<file path="config.mk">
export PLATFORM = sky130hd
export DESIGN_NAME = uart_tx_bridge_flat
export DESIGN_NICKNAME = d
export VERILOG_FILES = /design/src/rtl/uart_tx_bridge_if.sv /design/src/rtl/uart_tx_bridge.sv /design/src/flat_wrapper.sv
export SDC_FILE = /design/constraint.sdc
export NUM_CORES = 1
export LEC_CHECK = 0
export ABC_CLOCK_PERIOD_IN_PS = 6100
export CELL_PAD_IN_SITES_DETAIL_PLACEMENT = 1
export CELL_PAD_IN_SITES_GLOBAL_PLACEMENT = 2
export CORE_MARGIN = 4
export CORE_UTILIZATION = 45
export DETAILED_ROUTE_END_ITERATION = 8
export GPL_TIMING_DRIVEN = 0
export PLACE_DENSITY_LB_ADDON = 0.1
export SLEW_MARGIN = 20
export SYNTH_ARGS = -nofsm -noshare
export SYNTH_HDL_FRONTEND = slang
export SYNTH_SLANG_ARGS = --single-unit
</file>
<file path="constraint.sdc">
create_clock -name clk_i -period 6.1 [get_ports clk_i]
set_clock_uncertainty 0.2 [all_clocks]
set_input_delay 0.61 -clock clk_i [delete_from_list [all_inputs] [get_ports clk_i]]
set_output_delay 0.61 -clock clk_i [all_outputs]
set_load 0.01 [all_outputs]
</file>
<file path="src/rtl/uart_tx_bridge_if.sv">
// Input word stream (valid/ready) feeding the UART Tx bridge.
// The slave modport is used by the bridge and the master modport by the producer.
interface uart_tx_bridge_if #(
    parameter int DATA_W = 8
);
    logic              s_valid_i;
    logic              s_ready_o;
    logic [DATA_W-1:0] s_data_i;

    modport slave  (input  s_valid_i, input  s_data_i, output s_ready_o);
    modport master (output s_valid_i, output s_data_i, input  s_ready_o);
endinterface

</file>
<file path="src/rtl/uart_tx_bridge.sv">
// uart_tx_bridge: queues words in a FIFO and hands them one at a time to the
// UART controller through the tx_start/tx_busy/tx_done handshake.
// Optional macro UART_TX_BRIDGE_LEVEL_EN adds the level_o occupancy port.
module uart_tx_bridge #(
    parameter int MAX_UART_DATA_W = 8,
    parameter int FIFO_DEPTH      = 16,
    parameter int FIFO_ADDR_W     = 4
) (
    input  logic                       clk_i,
    input  logic                       rst_ni,
    input  logic                       en_i,
    uart_tx_bridge_if.slave            s,
    output logic                       tx_start_o,
    output logic [MAX_UART_DATA_W-1:0] tx_data_o,
    input  logic                       tx_busy_i,
    input  logic                       tx_done_i,
    output logic                       empty_o,
    output logic                       full_o
`ifdef UART_TX_BRIDGE_LEVEL_EN
    ,
    output logic [FIFO_ADDR_W:0]       level_o
`endif
);

    typedef enum logic [1:0] {
        IDLE      = 2'd0,
        LAUNCH    = 2'd1,
        WAIT_DONE = 2'd2
    } state_e;

    localparam logic [FIFO_ADDR_W:0] DEPTH_C = (FIFO_ADDR_W+1)'(FIFO_DEPTH);

    logic [MAX_UART_DATA_W-1:0] mem_q [FIFO_DEPTH];
    logic [FIFO_ADDR_W-1:0]     wr_ptr_q, wr_ptr_d;
    logic [FIFO_ADDR_W-1:0]     rd_ptr_q, rd_ptr_d;
    logic [FIFO_ADDR_W:0]       count_q, count_d;
    state_e                     state_q, state_d;
    logic [MAX_UART_DATA_W-1:0] tx_data_q, tx_data_d;
    logic                       tx_start_q, tx_start_d;
    logic                       push, pop;

    // Flags come straight from the registered occupancy, so a pop in the same
    // cycle never opens room for a push while full.
    assign full_o  = (count_q == DEPTH_C);
    assign empty_o = (count_q == '0);
    assign s.s_ready_o = ~full_o;

    assign push = s.s_valid_i & ~full_o;
    assign pop  = (state_q == IDLE) & en_i & ~empty_o;

    assign tx_start_o = tx_start_q;
    assign tx_data_o  = tx_data_q;
`ifdef UART_TX_BRIDGE_LEVEL_EN
    assign level_o = count_q;
`endif

    // FIFO pointer and occupancy bookkeeping; pointers wrap naturally.
    always_comb begin
        wr_ptr_d = wr_ptr_q;
        rd_ptr_d = rd_ptr_q;
        count_d  = count_q;
        if (push) wr_ptr_d = wr_ptr_q + FIFO_ADDR_W'(1);
        if (pop)  rd_ptr_d = rd_ptr_q + FIFO_ADDR_W'(1);
        case ({push, pop})
            2'b10:   count_d = count_q + (FIFO_ADDR_W+1)'(1);
            2'b01:   count_d = count_q - (FIFO_ADDR_W+1)'(1);
            default: count_d = count_q;
        endcase
    end

    // Launch FSM: pop into the data register, hold start until the controller
    // reports busy, then wait for its done pulse. Stray busy/done are ignored.
    always_comb begin
        state_d    = state_q;
        tx_data_d  = tx_data_q;
        tx_start_d = 1'b0;
        case (state_q)
            IDLE: begin
                if (pop) begin
                    tx_data_d = mem_q[rd_ptr_q];
                    state_d   = LAUNCH;
                end
            end
            LAUNCH: begin
                // start drops on the same edge busy is seen
                tx_start_d = ~tx_busy_i;
                if (tx_busy_i) state_d = WAIT_DONE;
            end
            WAIT_DONE: begin
                if (tx_done_i) state_d = IDLE;
            end
            default: state_d = IDLE;
        endcase
    end

    // Control registers; reset flushes the FIFO and drops any in-flight character.
    always_ff @(posedge clk_i) begin
        if (!rst_ni) begin
            wr_ptr_q   <= '0;
            rd_ptr_q   <= '0;
            count_q    <= '0;
            state_q    <= IDLE;
            tx_data_q  <= '0;
            tx_start_q <= 1'b0;
        end else begin
            wr_ptr_q   <= wr_ptr_d;
            rd_ptr_q   <= rd_ptr_d;
            count_q    <= count_d;
            state_q    <= state_d;
            tx_data_q  <= tx_data_d;
            tx_start_q <= tx_start_d;
        end
    end

    // FIFO storage; contents need no reset since the pointers define validity.
    always_ff @(posedge clk_i) begin
        if (push) mem_q[wr_ptr_q] <= s.s_data_i;
    end

endmodule

</file>
<file path="src/flat_wrapper.sv">
// flat-port wrapper written by rule: the top's interface ports become plain ports
module uart_tx_bridge_flat 
#(
    parameter int MAX_UART_DATA_W = 8,
    parameter int FIFO_DEPTH      = 16,
    parameter int FIFO_ADDR_W     = 4
)
  (clk_i, rst_ni, en_i, tx_start_o, tx_data_o, tx_busy_i, tx_done_i, empty_o, full_o, s_s_valid_i, s_s_data_i, s_s_ready_o);
  uart_tx_bridge_if #(.DATA_W((8))) s_i ();
  input  logic clk_i;
  input  logic rst_ni;
  input  logic en_i;
  output logic tx_start_o;
  output logic [MAX_UART_DATA_W-1:0] tx_data_o;
  input  logic tx_busy_i;
  input  logic tx_done_i;
  output logic empty_o;
  output logic full_o;
  input wire logic [$bits(s_i.s_valid_i)-1:0] s_s_valid_i;
  input wire logic [$bits(s_i.s_data_i)-1:0] s_s_data_i;
  output wire logic [$bits(s_i.s_ready_o)-1:0] s_s_ready_o;
  assign s_i.s_valid_i = s_s_valid_i;
  assign s_i.s_data_i = s_s_data_i;
  assign s_s_ready_o = s_i.s_ready_o;
  uart_tx_bridge #(.MAX_UART_DATA_W(MAX_UART_DATA_W), .FIFO_DEPTH(FIFO_DEPTH), .FIFO_ADDR_W(FIFO_ADDR_W)) u_core (.clk_i(clk_i), .rst_ni(rst_ni), .en_i(en_i), .s(s_i), .tx_start_o(tx_start_o), .tx_data_o(tx_data_o), .tx_busy_i(tx_busy_i), .tx_done_i(tx_done_i), .empty_o(empty_o), .full_o(full_o));
endmodule
</file>
Word level (Yosys, flattened, before mapping). Memories as Yosys holds them, arrays and structs flattened. A register that Yosys moved wholly into a read port is not among the register bits. Index checks and enable logic that the tools add are counted. Widths: inputs -> output; s select.

Memories: 1. Logic and storage cells: 38. Register bits: 16. Memory bits (writable): 128.

Memory list: u_core.mem_q (depth 16, bits a word 8, read ports 1, clocked after memory_dff 1, write ports 1, line uart_tx_bridge.sv:33) `logic [MAX_UART_DATA_W-1:0] mem_q [FIFO_DEPTH];`.

Eq/ne operators: 8. Add/sub/neg operators: 4. Bitwise logic cells: 6. Multiplexer cells: 7. Reduce and logical (&&, ||, !) cells: 7.

Operators by type and width (number): $pmux 5 s2 (1); $add 4x1->4 const B (2); $mux 2 (3); $pmux 2 s3 (1); $add 5x1->5 const B (1); $eq 5x5->1 const B (1); $logic_not 5->1 (1); $sub 5x1->5 const B (1); $eq 2x1->1 const B (2); $eq 2x2->1 const B (2); $ne 2x2->1 const B (2); $reduce_and 2->1 (2); $and 1x1->1 (3); $not 1->1 (3); $reduce_and 3->1 (1); $logic_not 2->1 (1); $mux 1 (2); $ne 2x1->1 const B (1); $reduce_bool 2->1 (1); $logic_not 1->1 (1).

Longest topological paths before layout.
Depth after elaboration: 5. Depth in mapped cells: 12. Mapped depth without buffers: 10.

Worst setup path after synthesis. OpenSTA, ideal clock, no wires.

Path type: input port to flip-flop. Start point: input port en_i. End point: register u_core.count_q[2]. Arrival time: 2.641 ns. Required time: 5.830 ns. Setup time: 0.070 ns. Cell stages on the path: 11. Setup slack: 3.189 ns. Path through: nor3b_1 -> a21boi_1 -> buf_2 -> ha_1 -> clkbuf_1 -> xor2_1 -> ha_1 -> a21oi_1 -> xnor2_1 -> or3_1 -> a21oi_1.

Cells in the longest elaborated chain, start to end: 4. Elaborated cells on any way between the ends: 6. Those cells by class: eq/ne (2); mux (1); bitwise (2); reduce/logical (1).

Ends and longest elaborated chain: from (decl) (line flat_wrapper.sv:12) `input logic en_i;`; $and 1x1->1 (*) (2 in a row) (line uart_tx_bridge.sv:49) `assign pop = (state_q == IDLE) & en_i & ~empty_o;`; named net u_core.pop (line uart_tx_bridge.sv:40) `logic push, pop;`; $eq 2x1->1 / $eq 2x2->1 (equally long branches) (line uart_tx_bridge.sv:64) `case ({push, pop})`; $pmux 5 s2 / $reduce_bool 2->1 (equally long branches); to (signal assigned) (line uart_tx_bridge.sv:108) `count_q <= count_d;`; to (decl) (line uart_tx_bridge.sv:36) `logic [FIFO_ADDR_W:0] count_q, count_d;`.

The timed path passes the listed nets; every way through them passes the cells marked *. A chain may end at the register's enable or synchronous reset.

Worst setup path after layout. Ends and elaborated chain as after synthesis.

==> impl_metrics.prom <==
# TYPE chip_impl_metric gauge
chip_impl_info{name="result_of_the_run",value="complete, no violations"} 1
chip_impl_metric{name="post_synthesis_cell_type_count",unit=""} 43
chip_impl_metric{name="area_of_the_die",unit="um^2"} 15600
chip_impl_metric{name="reg2reg_depth",unit=""} 11
chip_impl_metric{name="routed_wire_length_per_instance",unit="um"} 22.0
chip_impl_metric{name="clkLatencyLatePin",unit="ns"} 0.42
chip_impl_metric{name="combined_buffer_and_inverter_count_along_the_critical_path",unit=""} 3
chip_impl_metric{name="max-vdd-ir-drop",unit="mV"} 0.268
chip_impl_metric{name="post_route_cells_drive_above_1_share",unit="%"} 15.2
chip_impl_metric{name="max_clock_freq",unit="GHz"} 0.288
chip_impl_metric{name="antenna_found_initial",unit=""} 0
chip_impl_metric{name="max-clock-path-buffers",unit=""} 2
chip_impl_metric{name="floorplan.die.height",unit="um"} 125
chip_impl_info{name="tritoncts",value="built"} 1
chip_impl_metric{name="overall_fraction_of_global_route_tracks_in_use",unit="%"} 18.5
chip_impl_metric{name="seq_area_frac_synth",unit="%"} 70.4
chip_impl_metric{name="drt_drc_violations_left",unit=""} 0
chip_impl_info{name="timing.critical_path.slowest_stage_cell",value="sky130_fd_sc_hd__clkdlybuf4s50_1"} 1
chip_impl_info{name="timing.critical_path.cells",value="clkdlybuf4s50_1, nor3b_1, a21boi_1, buf_2, ha_1, clkbuf_1, xor2_1, ha_1, a21oi_1, xnor2_1, or3_1, a21oi_1"} 1
chip_impl_metric{name="num_rows",unit=""} 42
chip_impl_metric{name="yosys_warnings",unit=""} 0
chip_impl_metric{name="gpl.final_weighted_congestion",unit=""} 0.714
chip_impl_metric{name="finalWorstPathRequiredPeriod",unit="ns"} 3.47
chip_impl_metric{name="power_per_cell_area",unit="nW/um^2"} 394
chip_impl_metric{name="synthesis.nets",unit=""} 411
chip_impl_metric{name="antenna-diode-count",unit=""} 0
chip_impl_metric{name="worst_setup_hold_path_clk_slew",unit="ns"} 0.06
chip_impl_info{name="worst-setup-path-type",value="in2reg"} 1
chip_impl_metric{name="cap_violations",unit=""} 0
chip_impl_metric{name="number_of_routed_nets_with_antenna_violations",unit=""} 0
chip_impl_metric{name="final_util",unit="%"} 54.2
chip_impl_metric{name="setup_total_negative_slack",unit="ns"} 0
chip_impl_metric{name="timing.max_slew.rel_slack",unit="%"} 37.9
chip_impl_metric{name="clock-sinks",unit=""} 152
chip_impl_metric{name="port-buffer-count",unit=""} 25
chip_impl_metric{name="cts_post_setup_buffers_inserted",unit=""} 0
chip_impl_metric{name="grt_pass1_wl",unit="um"} 21200
chip_impl_metric{name="synth.avg_cell_area",unit="um^2"} 15.8
chip_impl_metric{name="start_util",unit="%"} 46.2
chip_impl_metric{name="cts_resized",unit=""} 0
chip_impl_metric{name="worstPathMaxFanout",unit=""} 11
chip_impl_metric{name="drtPass1Iterations",unit=""} 5
chip_impl_metric{name="htree_num_levels",unit=""} 4
chip_impl_metric{name="timing_hold_violations_final",unit=""} 0
chip_impl_metric{name="grt_pass1_vias",unit=""} 3516
chip_impl_metric{name="floorplan.core_area",unit="um^2"} 13300
chip_impl_metric{name="synth_area",unit="um^2"} 6140
chip_impl_info{name="hold_path_class",value="reg2reg"} 1
chip_impl_metric{name="final_nets",unit=""} 455
chip_impl_metric{name="synthToLayoutAreaGrowth",unit="%"} 17.3
chip_impl_metric{name="detailedRoute.firstIterationViolations",unit=""} 192
chip_impl_metric{name="final_min_period_over_clock_period",unit="%"} 56.9
chip_impl_info{name="root_buffer",value="sky130_fd_sc_hd__clkbuf_16"} 1
chip_impl_metric{name="static-leakage-power",unit="nW"} 2.33
chip_impl_metric{name="cp_data_required_time",unit="ns"} 6.25
chip_impl_metric{name="maxSlewViolCount",unit=""} 0
chip_impl_metric{name="dp.final_hpwl",unit="um"} 9430
chip_impl_info{name="crit_path_start_kind",value="primary input"} 1
chip_impl_info{name="crit_family",value="buffers and inverters"} 1
chip_impl_metric{name="number_of_register_bits_inferred_by_synthesis",unit=""} 152
chip_impl_metric{name="syn-instance-count",unit=""} 389
chip_impl_metric{name="report.final.setup_viol",unit=""} 0
chip_impl_metric{name="io_pins",unit=""} 26
chip_impl_metric{name="cts_buffers",unit=""} 17
chip_impl_metric{name="largest_net_degree_at_the_start_of_global_routing",unit=""} 17
chip_impl_metric{name="worst-slew-pin-transition",unit="ns"} 0.928
chip_impl_metric{name="worst_path_largest_cell_delay",unit="ns"} 0.46
chip_impl_metric{name="die_w",unit="um"} 125
chip_impl_info{name="crit_path_end_kind",value="flop"} 1
chip_impl_metric{name="via_per_inst",unit=""} 5.46
chip_impl_metric{name="postRouteWirelength",unit="um"} 13700
chip_impl_metric{name="timing.hold.worst_path_depth",unit=""} 2
chip_impl_metric{name="post_cts_hold_buffer_count",unit=""} 0
chip_impl_metric{name="route.vias.total",unit=""} 3394
chip_impl_metric{name="global_route.overflow_total",unit=""} 0
chip_impl_info{name="rsz0062_at_grt",value="false"} 1
chip_impl_metric{name="worst-endpoint-arrival",unit="ns"} 3.63
chip_impl_metric{name="cp.depth",unit=""} 12
path summary, 6_finish.rpt:
path | start | endpoint | slack [ns]
setup reg to reg | u_core.state_q[1] | u_core.count_q[2] | 2.93
hold / removal | u_core.state_q[1] | u_core.state_q[1] | 0.35
setup / recovery | en_i | u_core.count_q[2] | 2.63
hold reg to reg | u_core.state_q[1] | u_core.state_q[1] | 0.35
sequential cells by signal, summed over array words and instances (netlist names):
register	cells
u_core.count_q	5
u_core.mem_q	128
u_core.rd_ptr_q	4
u_core.state_q	2
u_core.tx_data_o	8
u_core.tx_start_o	1
u_core.wr_ptr_q	4
metal layers:
layer	global-route usage, %	vias to the layer above	part of all wire [%]
li1	-	1589	-
met1	25.9	1746	49
met2	29.3	44	48
met3	3.69	15	2.6
met4	5.93	0	1.3
met5	0	-	0
worst reg2reg max path, delay by kind of cell, from the launching register on:
kind                     cells  cell delay (ns)
AND/OR/NAND/NOR              2             0.72
AO/OA/AOI/OAI                3             0.65
buffers and inverters        2             0.59
adder cells (fa/ha/maj)      2             0.39
flip-flops                   1             0.33
XOR/XNOR                     2             0.24
power by group:
| group | leakage [nW] | total [mW] | switching [mW] | internal [mW] |
|---|---|---|---|---|
| registers | 1.35 | 1.24 | 0.0435 | 1.20 |
| logic | 0.705 | 0.575 | 0.327 | 0.249 |
| clock network | 0.273 | 1.02 | 0.420 | 0.602 |
through the flow:
| stage | power (mW) | cells | hold WS (ns) | worst slack, ns | instance area, um^2 |
|---|---|---|---|---|---|
| CTS | 2.86 | 622 | 0.354 | 2.64 | 7200 |
| finish | 2.84 | 622 | 0.351 | 2.63 | 7210 |
| detailed placement | 1.84 | 590 | 0.342 | 2.23 | 6630 |
| global route | 2.97 | 622 | 0.385 | 2.39 | 7210 |
| floorplan | 1.61 | 389 | 0.301 | 3.19 | 6140 |
| global placement | 1.83 | 590 | 0.323 | 2.31 | 6610 |
layout by cell type (no fill, tap or decap), drive strengths merged, types with 4 or more instances in the layout:
cell type / Yosys / layout
o21ai: 9 / 9
nand2b: 4 / 4
o211ai: 4 / 4
dfxtp: 24 / 24
clkdlybuf4s50: 0 / 25
clkbuf: 5 / 22
mux2i: 43 / 43
xor2: 7 / 7
a211oi: 5 / 5
nor2: 29 / 29
o22ai: 17 / 17
a31oi: 10 / 10
inv: 7 / 12
ha: 8 / 8
buf: 19 / 19
edfxtp: 128 / 128
mux4: 13 / 13
nand2: 17 / 17
clkinv: 0 / 5
nor3: 7 / 7
cells in the mapped netlist (all sizes together):
| cell type | number | area, um^2 |
|---|---|---|
| nor3 | 7 | 35.0 |
| clkbuf | 5 | 18.8 |
| nand2 | 17 | 63.8 |
| or2 | 1 | 6.26 |
| nand3 | 1 | 5.00 |
| or4 | 1 | 11.3 |
| o32ai | 3 | 26.3 |
| o22ai | 17 | 106 |
| mux4 | 13 | 293 |
| a211oi | 5 | 37.5 |
| nand3b | 3 | 22.5 |
| or3 | 2 | 12.5 |
| nor3b | 2 | 15.0 |
| a32oi | 1 | 8.76 |
| nand4b | 1 | 8.76 |
| edfxtp | 128 | 3840 |
| o211ai | 4 | 43.8 |
| inv | 7 | 26.3 |
| ha | 8 | 100 |
| a31oi | 10 | 62.6 |
| a21boi | 2 | 18.8 |
| a22oi | 1 | 7.51 |
| nor2 | 29 | 109 |
| nand2b | 4 | 25.0 |
| buf | 19 | 109 |
| xor2 | 7 | 61.3 |
| and3 | 2 | 12.5 |
| xnor2 | 3 | 26.3 |
| nor4b | 1 | 8.76 |
| o21ai | 9 | 45.0 |
| mux2i | 43 | 430 |
| nor2b | 2 | 12.5 |
| a21oi | 3 | 15.0 |
| or3b | 1 | 8.76 |
| nor4 | 1 | 12.5 |
| a21o | 1 | 7.51 |
| dfxtp | 24 | 480 |
| and2 | 1 | 6.26 |
area by class of cell:
| cell class | instances | area [um^2] |
|---|---|---|
| repair buffers | 25 | 250 |
| well taps | 176 | 220 |
| fillers | 1249 | 6090 |
| clock inverters | 15 | 148 |
| plain buffers | 24 | 128 |
| multi-input cells | 206 | 1690 |
| clock buffers | 17 | 425 |
| flip-flops and latches | 152 | 4320 |
| inverters | 7 | 26.3 |
kinds of logic (layout without fill, tap and decap cells):
logic type                 Yosys count  in the layout  synth area share, %
buffers and inverters               31             88                 2.51
adders and majority gates            8              8                 1.63
AOI/OAI and AO/OA                   56             56                 6.17
xor gates and xnor gates            10             10                 1.43
and+or+nand+nor                     76             76                 6.11
DFF                                152            152                 70.4
muxes                               56             56                 11.8
Note: power is estimated with default switching activity, not from simulation.
==> patch 1, RTL diff (same settings) <==
`FIFO_ADDR_W` is set to 4 in 2 places; all go to 3.
--- a/src/rtl/uart_tx_bridge.sv
+++ b/src/rtl/uart_tx_bridge.sv
@@ -5,5 +5,5 @@
     parameter int MAX_UART_DATA_W = 8,
     parameter int FIFO_DEPTH      = 16,
-    parameter int FIFO_ADDR_W     = 4
+    parameter int FIFO_ADDR_W     = 3
 ) (
     input  logic                       clk_i,
--- a/src/flat_wrapper.sv
+++ b/src/flat_wrapper.sv
@@ -4,5 +4,5 @@
     parameter int MAX_UART_DATA_W = 8,
     parameter int FIFO_DEPTH      = 16,
-    parameter int FIFO_ADDR_W     = 4
+    parameter int FIFO_ADDR_W     = 3
 )
   (clk_i, rst_ni, en_i, tx_start_o, tx_data_o, tx_busy_i, tx_done_i, empty_o, full_o, s_s_valid_i, s_s_data_i, s_s_ready_o);
Check against the original RTL: not equivalent (a bounded check fails within 4 cycles, from zero or initial values and one cycle with rst_ni low).
==> patch 1 against the original RTL <==
  * Core utilization increased by 0.15 points
  * Setup slack improved by 0.32 ns
  * Power decreased by 65%
  * Design area decreased by 45%
  * Sequential cell count decreased by 67
  * Final cell count decreased by 43%
  * Critical path depth unchanged
  * Routed wire length decreased by 48%
  * Register-to-register slack improved by 0.02 ns
  * Count of clock-buffer cells in the layout decreased by 8
  * Maximum frequency increased by 10%
  * Global-route usage decreased by 0.50 points
  * Synthesized area decreased by 45%
==> patch 1: results (changes against the original RTL) <==
DR iter-0 viols=83 (-57%); pin count of the biggest net entering global routing=15 (-2); outcome=completed; maximum clock path buffer count=2 (unchanged); DR vias/cell=5.34 (-2.2%); Critical Path Max Stage Delay=0.53 ns (+0.07 ns); Hold Crit Start=u_core.count_q[3]; gpl congestion=0.729 (+2.1%); hold path endpoint=u_core.count_q[3]; family with the most delay on the worst path=simple AND/OR/NAND/NOR gates; worst reg2reg setup slack=2.95 ns (+0.02 ns); Post-synth EDFFs=64 (-50%); Cell variety after synth=35 (-19%); CTS Buf Count=9 (-8); Total Routing Usage GR=18.0% (-0.50 points); hpwl dp=4880 um (-48%); H-tree Lvls=3 (-1); Biggest register=u_core.mem_q; Crit Reg-Reg Startpoint=u_core.count_q[2]; root buffer cell=clkbuf_8; synth cell count leaders=edfxtp_1 (64), dfxtp_1 (21), nand2_1 (21); Crit path arrival time=3.23 ns (-0.40 ns); sequential element share of the synthesized area=69.3% (-1.1 points); DP Area=3800 um^2 (-43%); CP max-delay cell=or4_4; ranking of synthesized cells by area=edfxtp_1 (57%), dfxtp_1 (12%), mux4_2 (11%), nand2_1 (2.3%), ha_1 (1.8%); CTS clock-pin slew for the worst setup and hold paths=0.09 ns (+0.03 ns); clk_lat worst skew=0.36 ns (-0.06 ns); met1 WL=2990 um (-55%); syn_nets=229 (-44%); WL/cell=20.1 um (-8.7%); first-pass GRT wire length=11,300 um (-47%); max reg flops=64 (-50%); Highest Signal Layer=met4; DRT antenna net count=0 (unchanged); static leakage=1.29 nW (-45%); Final nets=267 (-41%); routed wl met2=3730 um (-43%); Worst R2R Path Depth=12 (+1); layout cells sized above 1=19.8% (+4.5 points); DRT Pass-1 Iters=4 (-1); worst hold slack=0.291 ns (-0.0606 ns); wire length on met3=223 um (-37%); Max-slew headroom=38.9% (+0.95 points); Peak VDD IR=0.143 mV (-47%); vias in the first global route=2,069 (-41%)
## patch 1: cell types whose count changed in the layout (fill, tap and decap cells not counted), moves of 9 or more
cell,unedited run,this run
mux2i_1,43,3
nor2_1,29,4
clkbuf_8,0,9
edfxtp_1,128,64
buf_2,12,1
o22ai_1,17,0
clkbuf_16,17,0
## patch 1: logic make-up (layout without fill, tap and decap cells)
group / Yosys count / count (layout) / share of synthesized area (%)
xor+xnor: 7 / 7 / 1.81
flops: 85 / 85 / 69.3
fa+ha+maj: 5 / 5 / 1.85
buf+inv: 13 / 56 / 2.52
mux: 19 / 19 / 11.5
simple gates: 56 / 56 / 8.66
compound gates: 25 / 25 / 4.37
## patch 1: area by class of cell
class,instances,area [um^2]
fill,726,3330
timing repair buffer,27,265
buffer,11,77.6
sequential,85,2340
clock buffer,9,124
inverter,2,7.51
tap,99,124
clock inverter,7,42.5
multi-input combinational,112,981
## patch 1: worst max-delay path by stage
stage	slack, ns	depth (start not counted)	from	to
floorplan	3.15	12	u_core.count_q[2]	u_core.count_q[2]
global placement	2.62	12	en_i	u_core.count_q[2]
detailed placement	2.59	12	en_i	u_core.count_q[2]
CTS	2.93	12	u_core.count_q[2]	u_core.count_q[2]
global route	2.77	12	en_i	u_core.count_q[2]
finish	2.95	12	u_core.count_q[2]	u_core.count_q[2]
## patch 1: worst reg2reg max path: cells and delay by family, from the launching register on
kind,cells,cell delay [ns]
and+or+nand+nor,3,1.08
buffers and inverters,3,0.45
adders and majority gates,2,0.43
DFF,1,0.36
AOI/OAI and AO/OA,2,0.30
xor gates and xnor gates,2,0.25
## patch 1: metrics by stage
stage	setup slack (ns)	std cells	total power, W
6_report	2.95	352	0.000981
5_1_grt	2.77	352	0.00102
4_1_cts	2.93	352	0.000992
3_5_place_dp	2.59	336	0.000651
3_3_place_gp	2.62	334	0.000649
2_1_floorplan	3.15	210	0.000636
## patch 1: layer usage
layer,up-vias,global-route usage (%)
met1,959,22.0
met5,-,0
met3,14,4.62
li1,878,-
met4,0,7.09
met2,27,30.5
## patch 1: power by group
part / internal (W) / total, W / switching, W / leakage (nW)
clock network: 0.000145 / 0.000344 / 0.000199 / 0.0840
logic: 0.00000847 / 0.0000175 / 0.00000900 / 0.464
registers: 0.000620 / 0.000620 / 0 / 0.744
total: 0.000773 / 0.000981 / 0.000208 / 1.29
==> patch 2, RTL diff (config.mk and constraints unchanged) <==
Without the edit above. Re-encode `state_e` (3 states) as one-hot, 3 bits wide.
--- a/src/rtl/uart_tx_bridge.sv
+++ b/src/rtl/uart_tx_bridge.sv
@@ -23,8 +23,8 @@
 );
 
-    typedef enum logic [1:0] {
-        IDLE      = 2'd0,
-        LAUNCH    = 2'd1,
-        WAIT_DONE = 2'd2
+    typedef enum logic [2:0] {
+        IDLE      = 3'b001,
+        LAUNCH    = 3'b010,
+        WAIT_DONE = 3'b100
     } state_e;
 
Check against the original RTL: same outputs for any inputs over 10 cycles, from zero or initial values and one cycle with rst_ni low; not proved beyond that.
==> patch 2 against the original RTL <==
  * Power grew 1.5%
  * Hold slack lost 0.014 ns
  * Synthesized area grew 0.73%
  * Routed wire length shrank 2.0%
  * Final cell count is the same
  * Sequential cell count grew 1
  * Global-route usage shrank 0.12 points
  * Non-clock buffer count shrank 1
  * Design area grew 1.4%
  * Setup slack gained 0.15 ns
  * Count of clock-buffer cells in the layout grew 1
  * Combinational power shrank 8.9%
  * Critical path type is now register to register
  * Highest routed layer unchanged
==> patch 2: results (changes against the original RTL) <==
Peak VDD IR=0.227 mV (-15%); Max-slew headroom=34.3% (-3.6 points); XOR/XNOR share of the synthesized area=1.40% (-0.031 points); Biggest register=u_core.mem_q; max reg flops=128 (unchanged); met3 usage=5.76% (+2.1 points); Total Routing Usage GR=18.4% (-0.12 points); adder-cell share of the synthesized area=1.62% (-0.012 points); Post-CTS Resized=0 (unchanged); CTS Buf Count=17 (unchanged); number of setup buffers added after CTS=0 (unchanged); post-synthesis mux area share=11.8% (+0.036 points); grt met1 use=25.2% (-0.69 points); Post-synth EDFFs=128 (unchanged); predominant post-synthesis flop cell=edfxtp_1; syn_nets=411 (unchanged); post-synthesis async set-or-reset flop share=0% (unchanged); pin count of the biggest net entering global routing=17 (unchanged); initial antenna violation count=0 (unchanged); Hold WC Path Type=register to register; Cell variety after synth=45 (+4.7%); static leakage=2.34 nW (+0.19%); gpl congestion=0.792 (+11%); global route overflow=0 (unchanged); final cell count without fillers=622 (unchanged); filler cell count=1,276 (+2.2%); Crit path arrival time=3.48 ns (-0.15 ns); Port Buffers=25 (unchanged); DRT Pass-1 Iters=4 (-1); Synth warnings=0 (unchanged); Mean Syn Cell Area=15.9 um^2 (+0.73%); ranking of synthesized cells by area=edfxtp_1 (62%), dfxtp_1 (8.1%), mux2i_1 (6.0%), mux4_2 (5.8%), o22ai_1 (1.7%); worst-path fanout max=10 (-1); synth cell count leaders=edfxtp_1 (128), mux2i_1 (37), dfxtp_1 (25); Placed Cells incl. Taps=590 (unchanged); outcome=completed; CTS clock-pin slew for the worst setup and hold paths=0.06 ns (about the same); hpwl dp=9190 um (-2.5%); root buffer cell=clkbuf_16; layout cells sized above 1=15.5% (+0.22 points); H-tree Lvls=4 (unchanged); DP Area=6680 um^2 (+0.76%); DR iter-0 viols=219 (+14%); vias in the first global route=3,587 (+2.0%); met2 usage=28.1% (-1.2 points); final WL=13,400 um (-2.0%); maximum clock path buffer count=2 (unchanged); sequential element share of the synthesized area=70.2% (-0.19 points); Final nets=455 (unchanged); DR vias/cell=5.53 (+1.3%); first-pass GRT wire length=21,400 um (+0.78%); clk_lat worst skew=0.42 ns (about the same); compound-cell area share of the yosys netlist=6.65% (+0.48 points); diode count=0 (unchanged)
## patch 2: power breakdown
| part | switching (W) | total [W] | internal, W |
|---|---|---|---|
| combinational | 0.000293 | 0.000524 | 0.000231 |
| clock | 0.000421 | 0.00111 | 0.000687 |
| sequential | 0.0000437 | 0.00125 | 0.00120 |
| total | 0.000757 | 0.00288 | 0.00212 |
## patch 2: layout make-up
cell class	instances	area (um^2)	area share [%]
Sequential cell	153	4340	59.5
Clock inverter	14	196	2.69
Timing Repair Buffer	25	250	3.43
Clock buffer	18	429	5.88
Buffer	23	109	1.49
Tap cell	176	220	3.01
Inverter	8	30.0	0.411
Multi-Input combinational cell	205	1730	23.6
## patch 2: final timing paths
path | endpoint | slack (ns) | cells past startpoint | from
setup reg to reg | u_core.count_q[2] | 2.78 | 12 | u_core.count_q[2]
setup / recovery | u_core.count_q[2] | 2.78 | 12 | u_core.count_q[2]
hold reg to reg | u_core.state_q[2] | 0.34 | 1 | u_core.state_q[2]
hold / removal | u_core.state_q[2] | 0.34 | 1 | u_core.state_q[2]
## patch 2: worst max-delay path, stage by stage (launching register included)
cell	delay [ns]
dfxtp_1	0.31
buf_2	0.17
nor4_1	0.54
a21boi_1	0.35
inv_1	0.16
ha_1	0.15
clkbuf_1	0.30
xor2_1	0.12
ha_1	0.19
a21oi_1	0.22
xnor2_1	0.11
or3_1	0.31
a21oi_1	0.13
## patch 2: cell families after synthesis
group                      Yosys count
and+or+nand+nor                     73
xor gates and xnor gates             9
DFF                                153
buffers and inverters               31
AOI/OAI and AO/OA                   62
muxes                               53
adders and majority gates            8
## patch 2: metal layers
metal | part of all wire (%) | vias up
met2 | 47 | 65
met1 | 47 | 1751
li1 | - | 1605
met5 | 0 | -
met3 | 3.8 | 17
met4 | 1.9 | 0
## patch 2: per-stage QoR
| stage | setup slack (ns) | hold slack [ns] |
|---|---|---|
| 2_1_floorplan | 3.10 | 0.282 |
| 3_3_place_gp | 2.37 | 0.338 |
| 3_5_place_dp | 2.39 | 0.336 |
| 4_1_cts | 2.75 | 0.347 |
| 5_1_grt | 2.37 | 0.365 |
| 6_report | 2.78 | 0.337 |
